## src/rtl/NVP_v1_constants.sv

```systemverilog
// Shared activation-buffer constants and the write-arbitration mode type.
package NVP_v1_constants;
  localparam int NUMBER_OF_ACTIVATION_LINE_BUFFERS = 4;
  localparam int ACTIVATION_BUFFER_BANK_COUNT      = 4;
  localparam int ACTIVATION_BANK_BIT_WIDTH         = 16;
  localparam int ACTIVATION_LINE_BUFFER_DEPTH      = 64;
  localparam int ACTIVATION_WRITE_SOURCE_COUNT     = 2;
  localparam int ACTIVATION_WRITE_FIFO_DEPTH       = 4;

  typedef enum logic {ARB_FIXED, ARB_ROUND_ROBIN} arb_mode_t;
endpackage

```

## src/rtl/activation_write_source_fifo.sv

```systemverilog
// Per-source {data, address} queue; ready is registered from next occupancy.
module activation_write_source_fifo #(
  parameter int DEPTH = 4,
  parameter int W     = 8
)(
  input  logic         clk,
  input  logic         reset,
  input  logic         push,
  input  logic [W-1:0] push_entry,
  input  logic         pop,
  output logic [W-1:0] head,
  output logic         head_valid,
  output logic         ready
);
  localparam int PW = $clog2(DEPTH);

  logic [W-1:0]  mem [DEPTH];
  logic [PW-1:0] wr_ptr, rd_ptr;
  logic [PW:0]   count, count_next;
  logic          do_push, do_pop;

  assign do_push    = push & ready;
  assign head_valid = (count != '0);
  assign do_pop     = pop & head_valid;
  assign head       = mem[rd_ptr];

  always_comb begin
    count_next = count;
    case ({do_push, do_pop})
      2'b10:   count_next = count + 1'b1;
      2'b01:   count_next = count - 1'b1;
      default: count_next = count;
    endcase
  end

  // ready stays low throughout reset and rises on the first edge after release
  always_ff @(posedge clk or posedge reset) begin
    if (reset) begin
      wr_ptr <= '0;
      rd_ptr <= '0;
      count  <= '0;
      ready  <= 1'b0;
    end else begin
      if (do_push) wr_ptr <= wr_ptr + 1'b1;
      if (do_pop)  rd_ptr <= rd_ptr + 1'b1;
      count <= count_next;
      ready <= (count_next != (PW+1)'(DEPTH));
    end
  end

  always_ff @(posedge clk) begin
    if (do_push) mem[wr_ptr] <= push_entry;
  end
endmodule

```

## src/rtl/activation_buffer_write_arbiter.sv

```systemverilog
// Multi-source write arbiter for the activation line buffers: per-source queues,
// one grant per line buffer per cycle, registered write ports.
module activation_buffer_write_arbiter
  import NVP_v1_constants::*;
#(
  parameter int        NUM_SOURCES       = ACTIVATION_WRITE_SOURCE_COUNT,
  parameter int        NUM_LINE_BUFFERS  = NUMBER_OF_ACTIVATION_LINE_BUFFERS,
  parameter int        BANK_COUNT        = ACTIVATION_BUFFER_BANK_COUNT,
  parameter int        BANK_BIT_WIDTH    = ACTIVATION_BANK_BIT_WIDTH,
  parameter int        LINE_BUFFER_DEPTH = ACTIVATION_LINE_BUFFER_DEPTH,
  parameter int        SOURCE_FIFO_DEPTH = ACTIVATION_WRITE_FIFO_DEPTH,
  parameter arb_mode_t ARB_MODE          = ARB_FIXED,
  localparam int       BSW = $clog2(BANK_COUNT),
  localparam int       LAW = $clog2(LINE_BUFFER_DEPTH),
  localparam int       LSW = $clog2(NUM_LINE_BUFFERS),
  localparam int       AW  = BSW + LAW + LSW
)(
  input  logic                                             clk,
  input  logic                                             reset,
  input  logic [NUM_SOURCES-1:0]                           i_src_valid,
  output logic [NUM_SOURCES-1:0]                           o_src_ready,
  input  logic [NUM_SOURCES-1:0][BANK_BIT_WIDTH-1:0]       i_src_data,
  input  logic [NUM_SOURCES-1:0][AW-1:0]                   i_src_address,
  output logic [NUM_LINE_BUFFERS-1:0]                      o_write_port_enable,
  output logic [NUM_LINE_BUFFERS-1:0][BANK_COUNT-1:0]      o_write_port_wen,
  output logic [NUM_LINE_BUFFERS-1:0][LAW-1:0]             o_write_port_addr,
  output logic [NUM_LINE_BUFFERS-1:0][BANK_BIT_WIDTH-1:0]  o_write_port_data_in,
  output logic [15:0]                                      o_stall_count,
  output logic                                             o_addr_error,
  output logic                                             o_idle
);
  localparam int EW = BANK_BIT_WIDTH + AW;
  localparam int SW = (NUM_SOURCES > 1) ? $clog2(NUM_SOURCES) : 1;

  logic [NUM_SOURCES-1:0][EW-1:0]             head;
  logic [NUM_SOURCES-1:0]                     head_valid, in_range, gnt, err_pop, pop;
  logic [NUM_SOURCES-1:0][LSW-1:0]            head_lb;
  logic [NUM_SOURCES-1:0][LAW-1:0]            head_la;
  logic [NUM_SOURCES-1:0][BSW-1:0]            head_bank;
  logic [NUM_SOURCES-1:0][BANK_BIT_WIDTH-1:0] head_data;
  logic [NUM_SOURCES-1:0][NUM_LINE_BUFFERS-1:0] req;

  logic [NUM_LINE_BUFFERS-1:0]                      found;
  logic [NUM_LINE_BUFFERS-1:0][SW-1:0]              winner, rr_ptr;
  logic [NUM_LINE_BUFFERS-1:0][BANK_COUNT-1:0]      nxt_wen;
  logic [NUM_LINE_BUFFERS-1:0][LAW-1:0]             nxt_addr;
  logic [NUM_LINE_BUFFERS-1:0][BANK_BIT_WIDTH-1:0]  nxt_data;
  logic                                             stall;
  int                                               idx;

  genvar s, l;
  generate
    for (s = 0; s < NUM_SOURCES; s++) begin : g_src
      activation_write_source_fifo #(
        .DEPTH (SOURCE_FIFO_DEPTH),
        .W     (EW)
      ) u_fifo (
        .clk        (clk),
        .reset      (reset),
        .push       (i_src_valid[s]),
        .push_entry ({i_src_data[s], i_src_address[s]}),
        .pop        (pop[s]),
        .head       (head[s]),
        .head_valid (head_valid[s]),
        .ready      (o_src_ready[s])
      );

      assign head_bank[s] = head[s][BSW-1:0];
      assign head_la[s]   = head[s][BSW+LAW-1:BSW];
      assign head_lb[s]   = head[s][AW-1:BSW+LAW];
      assign head_data[s] = head[s][EW-1:AW];
      // widened compare keeps the check meaningful for non-power-of-two buffer counts
      assign in_range[s]  = (32'(head_lb[s]) < NUM_LINE_BUFFERS);
      assign err_pop[s]   = head_valid[s] & ~in_range[s];
      assign pop[s]       = gnt[s] | err_pop[s];

      for (l = 0; l < NUM_LINE_BUFFERS; l++) begin : g_req
        assign req[s][l] = head_valid[s] & in_range[s] & (32'(head_lb[s]) == l);
      end
    end
  endgenerate

  always_comb begin
    found    = '0;
    winner   = '0;
    gnt      = '0;
    nxt_wen  = '0;
    nxt_addr = '0;
    nxt_data = '0;
    idx      = 0;
    for (int lb = 0; lb < NUM_LINE_BUFFERS; lb++) begin
      for (int k = 0; k < NUM_SOURCES; k++) begin
        idx = (ARB_MODE == ARB_ROUND_ROBIN) ? (int'(rr_ptr[lb]) + k) % NUM_SOURCES : k;
        if (!found[lb] && req[idx][lb]) begin
          found[lb]  = 1'b1;
          winner[lb] = SW'(idx);
          gnt[idx]   = 1'b1;
        end
      end
      if (found[lb]) begin
        nxt_wen[lb][head_bank[winner[lb]]] = 1'b1;
        nxt_addr[lb] = head_la[winner[lb]];
        nxt_data[lb] = head_data[winner[lb]];
      end
    end
  end

  assign stall  = |(head_valid & ~pop);
  assign o_idle = ~|head_valid & ~|o_write_port_enable;

  always_ff @(posedge clk or posedge reset) begin
    if (reset) begin
      o_write_port_enable  <= '0;
      o_write_port_wen     <= '0;
      o_write_port_addr    <= '0;
      o_write_port_data_in <= '0;
      rr_ptr               <= '0;
      o_stall_count        <= '0;
      o_addr_error         <= 1'b0;
    end else begin
      o_write_port_enable  <= found;
      o_write_port_wen     <= nxt_wen;
      o_write_port_addr    <= nxt_addr;
      o_write_port_data_in <= nxt_data;
      for (int lb = 0; lb < NUM_LINE_BUFFERS; lb++) begin
        if (ARB_MODE == ARB_ROUND_ROBIN && found[lb])
          rr_ptr[lb] <= SW'((int'(winner[lb]) + 1) % NUM_SOURCES);
      end
      if (stall && o_stall_count != 16'hFFFF) o_stall_count <= o_stall_count + 16'd1;
      if (|err_pop) o_addr_error <= 1'b1;
    end
  end
endmodule

```

## config.mk

```make
export PLATFORM = sky130hd
export DESIGN_NAME = activation_buffer_write_arbiter
export DESIGN_NICKNAME = d
export VERILOG_FILES = /design/src/rtl/NVP_v1_constants.sv /design/src/rtl/activation_write_source_fifo.sv /design/src/rtl/activation_buffer_write_arbiter.sv
export SDC_FILE = /design/constraint.sdc
export NUM_CORES = 1
export LEC_CHECK = 0
export BUFFER_PORTS_ARGS = -buffer_cell sky130_fd_sc_hd__buf_2
export CAP_MARGIN = 20
export CORE_UTILIZATION = 51
export CTS_BUF_LIST = sky130_fd_sc_hd__clkbuf_8 sky130_fd_sc_hd__clkbuf_16
export CTS_CLUSTER_DIAMETER = 50
export DETAILED_ROUTE_END_ITERATION = 16
export PLACE_DENSITY = 0.77
export SKIP_LAST_GASP = 1
export SLEW_MARGIN = 20
export SYNTH_ARGS = -nofsm -noshare
export SYNTH_HDL_FRONTEND = slang
export SYNTH_HIERARCHICAL = 1
export SYNTH_SLANG_ARGS = --single-unit
```

## constraint.sdc

```tcl
create_clock -name clk -period 3.4 [get_ports clk]
set_clock_uncertainty 0.05 [all_clocks]
set_input_delay 0.17 -clock clk [delete_from_list [all_inputs] [get_ports clk]]
set_output_delay 0.17 -clock clk [all_outputs]
set_load 0.05 [all_outputs]
```

==> flow_metrics.env <==
export IMPL_synth_compound_gate_area_share_pct=7.98
export IMPL_cts_tree="done"
export IMPL_cts_buffer_depth=3
export IMPL_die_area_mm2=0.0267
export IMPL_final_cell_mix="208 x edfxtp_1, 182 x buf_2, 138 x dfrtp_1, 88 x a22o_1, 54 x dlygate4sd3_1"
export IMPL_synth_simple_area_share_pct=3.68
export IMPL_synth_top_area_share_pct=47.0
export IMPL_die_h_um=163
export IMPL_finalWorstSetupSlack_ns=0.178
export IMPL_netlist_area_mm2=0.0133
export IMPL_coreArea_mm2=0.0254
export IMPL_tightest_slew_ns=0.728
export IMPL_ys_warn_count=6
export IMPL_drt_wl_total_mm=30.8
export IMPL_clock_root_buffer="clkbuf_16"
export IMPL_antenna_found_initial=1
export IMPL_synth_ff_type="edfxtp_1"
export IMPL_rows=58
export IMPL_sw_frac_of_total_pct=39.6
export IMPL_rsz0062_at_grt="false"
export IMPL_portBuffers=182
export IMPL_ir_drop_v=0.000722
export IMPL_hold_violations=0
export IMPL_synthAdderAreaFrac_pct=1.34
export IMPL_synth_edf_count=208
export IMPL_grt_total_usage_pct=23.9
export IMPL_hold_ws_ns=0.0300
export IMPL_wl_met2_mm=15.0
export IMPL_htree_levels=2
export IMPL_seq_power_share_pct=35.0
export IMPL_cp_arrival_ns=3.56
export IMPL_via_per_inst=5.83
export IMPL_syn2layout_area_growth_pct=23.2
export IMPL_critical_path_class="reg2reg"
export IMPL_cp_max_fo=5
export IMPL_synthXorXnorAreaFrac_pct=1.70
export IMPL_final_max_slew_viol_count=0
export IMPL_io_pins=184
export IMPL_firstDrtPassIters=5
export IMPL_grt_max_degree=63
export IMPL_fillers=1796
export IMPL_syn_avg_cell_area_um2=18.8
export IMPL_floorplan_initialDensity_pct=52.3
export IMPL_gp_congestion=0.858
export IMPL_drc=0
export IMPL_clk_latency_ns=0.51
export IMPL_drtIter0Drc=657
export IMPL_ys_seq_area_share_pct=73.3
export IMPL_tns_ns=0
export IMPL_cts_sinks=348
export IMPL_setup_viol=0
export IMPL_run_status="complete, no violations"
export IMPL_ys_async_sr_fraction_pct=40.2
export IMPL_cts_buffers=36
export IMPL_met3_length_mm=2.68
export IMPL_p_leak_nw=6.79
export IMPL_synthMuxAreaShare_pct=9.49
export IMPL_p_clk_share_pct=22.8
export IMPL_post_route_min_period_ns=3.22
export IMPL_wl_met1_mm=12.2
export IMPL_final_common_cell="edfxtp_1"
export IMPL_worstReg2RegStart="g_src[0].u_fifo/rd_ptr[0]"
export IMPL_dp_hpwl_mm=20.1
export IMPL_critPathLaunch="g_src[0].u_fifo/rd_ptr[0]"
export IMPL_grt_pass1_vias=8047
export IMPL_antenna_left=0
export IMPL_cp_data_required_time_ns=3.73
export IMPL_end_kind="flop"
export IMPL_ys_types=51
export IMPL_pre_cts_ws_ns=0.152
export IMPL_synth_ff_latch_count=348
export IMPL_totalPowerFinal_mw=17.1
export IMPL_via_count=7748
export IMPL_p_int_mw=10.3
export IMPL_max_cap_violations=0
export IMPL_yosysTopAreaCell="edfxtp_1"
export IMPL_hp_start="i_src_valid[1]"
export IMPL_gr_total_overflow=0
export IMPL_clk_pin_slew_worst_paths_ns=0.06
export IMPL_synth_area_top_cells="edfxtp_1 47%, dfrtp_1 26%, mux4_2 8.1%"
export IMPL_finalCritPeriodShare_pct=94.8
export IMPL_power_density_mw_per_mm2=1040
export IMPL_slew_headroom_pct=51.5
export IMPL_min_path_type="in2reg"
export IMPL_nNetsFinal=1042
export IMPL_wire_per_inst_um=23.1
export IMPL_syn_nets=777
export IMPL_cp_start_kind="flop"
export IMPL_routed_top_layer="met4"
export IMPL_cts_resized=0
export IMPL_power_switching_mw=6.76
export IMPL_synth_cells=708
export IMPL_max_freq_mhz=310
export IMPL_die_w_um=163
export IMPL_drive_above_1_share_pct=34.9
export IMPL_grt_pass1_wl_mm=47.1
export IMPL_synth_top_family_by_area="multiplexers"
export IMPL_pwr_share_comb_pct=42.2
==> registers in the layout (all words and copies together), names as in the netlist <==
name                  cells
g_src.u_fifo/mem        208
o_write_port_data_in     64
o_write_port_addr        24
o_stall_count            16
o_write_port_wen         16
g_src.u_fifo/count        6
g_src.u_fifo/rd_ptr       4
g_src.u_fifo/wr_ptr       4
o_write_port_enable       4
g_src.u_fifo/ready        2
==> final timing paths <==
path	end	slack (ns)	cells past startpoint
max in group asynchronous	o_stall_count[2]	2.34	5
setup reg to reg	g_src[1].u_fifo/ready	0.18	10
hold / removal	g_src[1].u_fifo/wr_ptr[0]	0.03	3
setup / recovery	g_src[1].u_fifo/ready	0.18	10
hold reg to reg	o_stall_count[8]	0.48	1
min in group asynchronous	g_src[0].u_fifo/wr_ptr[1]	0.17	3
==> power by group through the flow <==
| stage | sequential (mW) | combinational, mW | clock, mW |
|---|---|---|---|
| detailed placement | 6.05 | 7.01 | 0 |
| global placement | 6.01 | 6.89 | 0 |
| floorplan | 7.41 | 3.79 | 0 |
| finish | 5.98 | 7.20 | 3.89 |
| CTS | 5.99 | 7.14 | 3.96 |
| global route | 6.07 | 7.60 | 4.12 |
==> stage by stage <==
| stage | instance area, um2 | std cells | utilization (%) |
|---|---|---|---|
| floorplan | 13300 | 708 | - |
| CTS | 16300 | 1325 | 64.3 |
| global placement | 14600 | 1207 | 57.4 |
| global route | 16400 | 1330 | 64.5 |
| detailed placement | 14600 | 1207 | 57.4 |
| finish | 16400 | 1330 | 64.5 |
==> cell type report <==
type	count	area [um2]	area share (%)
Sequential cell	348	9750	59.5
Multi-Input combinational cell	303	3240	19.8
Timing Repair Buffer	265	1690	10.3
Clock buffer	45	1070	6.53
Tap cell	330	413	2.52
Clock inverter	19	133	0.810
Inverter	19	75.1	0.458
Antenna cell	1	2.50	0.0153
==> layer usage <==
metal	track usage, %	vias to the layer above
met1	31.1	3989
li1	-	3338
met3	5.69	66
met2	39.4	355
met5	0	-
met4	8.11	0
==> logic make-up after synthesis <==
group	after synthesis
adder cells (fa/ha/maj)	13
XOR/XNOR	25
AO/OA/AOI/OAI	124
AND/OR/NAND/NOR	81
multiplexers	59
buffers and inverters	57
flip-flops	348
other	1
==> Yosys cell counts, types with 2 or more instances <==
cell	n
edfxtp_1	208
dfrtp_1	140
a22o_1	88
mux4_2	48
nand2_1	20
inv_1	19
clkbuf_1	17
o22ai_1	16
xor2_1	14
buf_2	12
ha_1	11
xnor2_1	10
and3_1	9
nand2b_1	7
nand3_1	7
or3_1	7
a2111oi_2	6
nor2_1	6
a211oi_1	4
buf_12	4
mux4_1	4
or2_2	4
buf_6	3
mux2i_1	3
nor3_1	3
nor4_2	3
o21ai_0	3
a211o_1	2
buf_4	2
fa_1	2
mux2_1	2
mux2_2	2
nand3b_1	2
nand4_1	2
o31a_1	2
==> critical path, cell delays in order, from the launching register on <==
cell	delay, ns
dfrtp_2	0.40
mux4_2	0.59
xnor2_2	0.20
a31oi_1	0.18
o31a_1	0.22
ha_1	0.21
inv_1	0.07
fa_1	0.39
xor2_1	0.16
or3_1	0.34
a211o_1	0.30
==> what timing repair did <==
action / in CTS / in global routing
endpoints found under the setup margin: 0 / 1
hold buffers: 54 / 0
endpoints found under the hold margin: 271 / 0
setup buffers: 0 / 3
(Power assumes the default switching activity.)
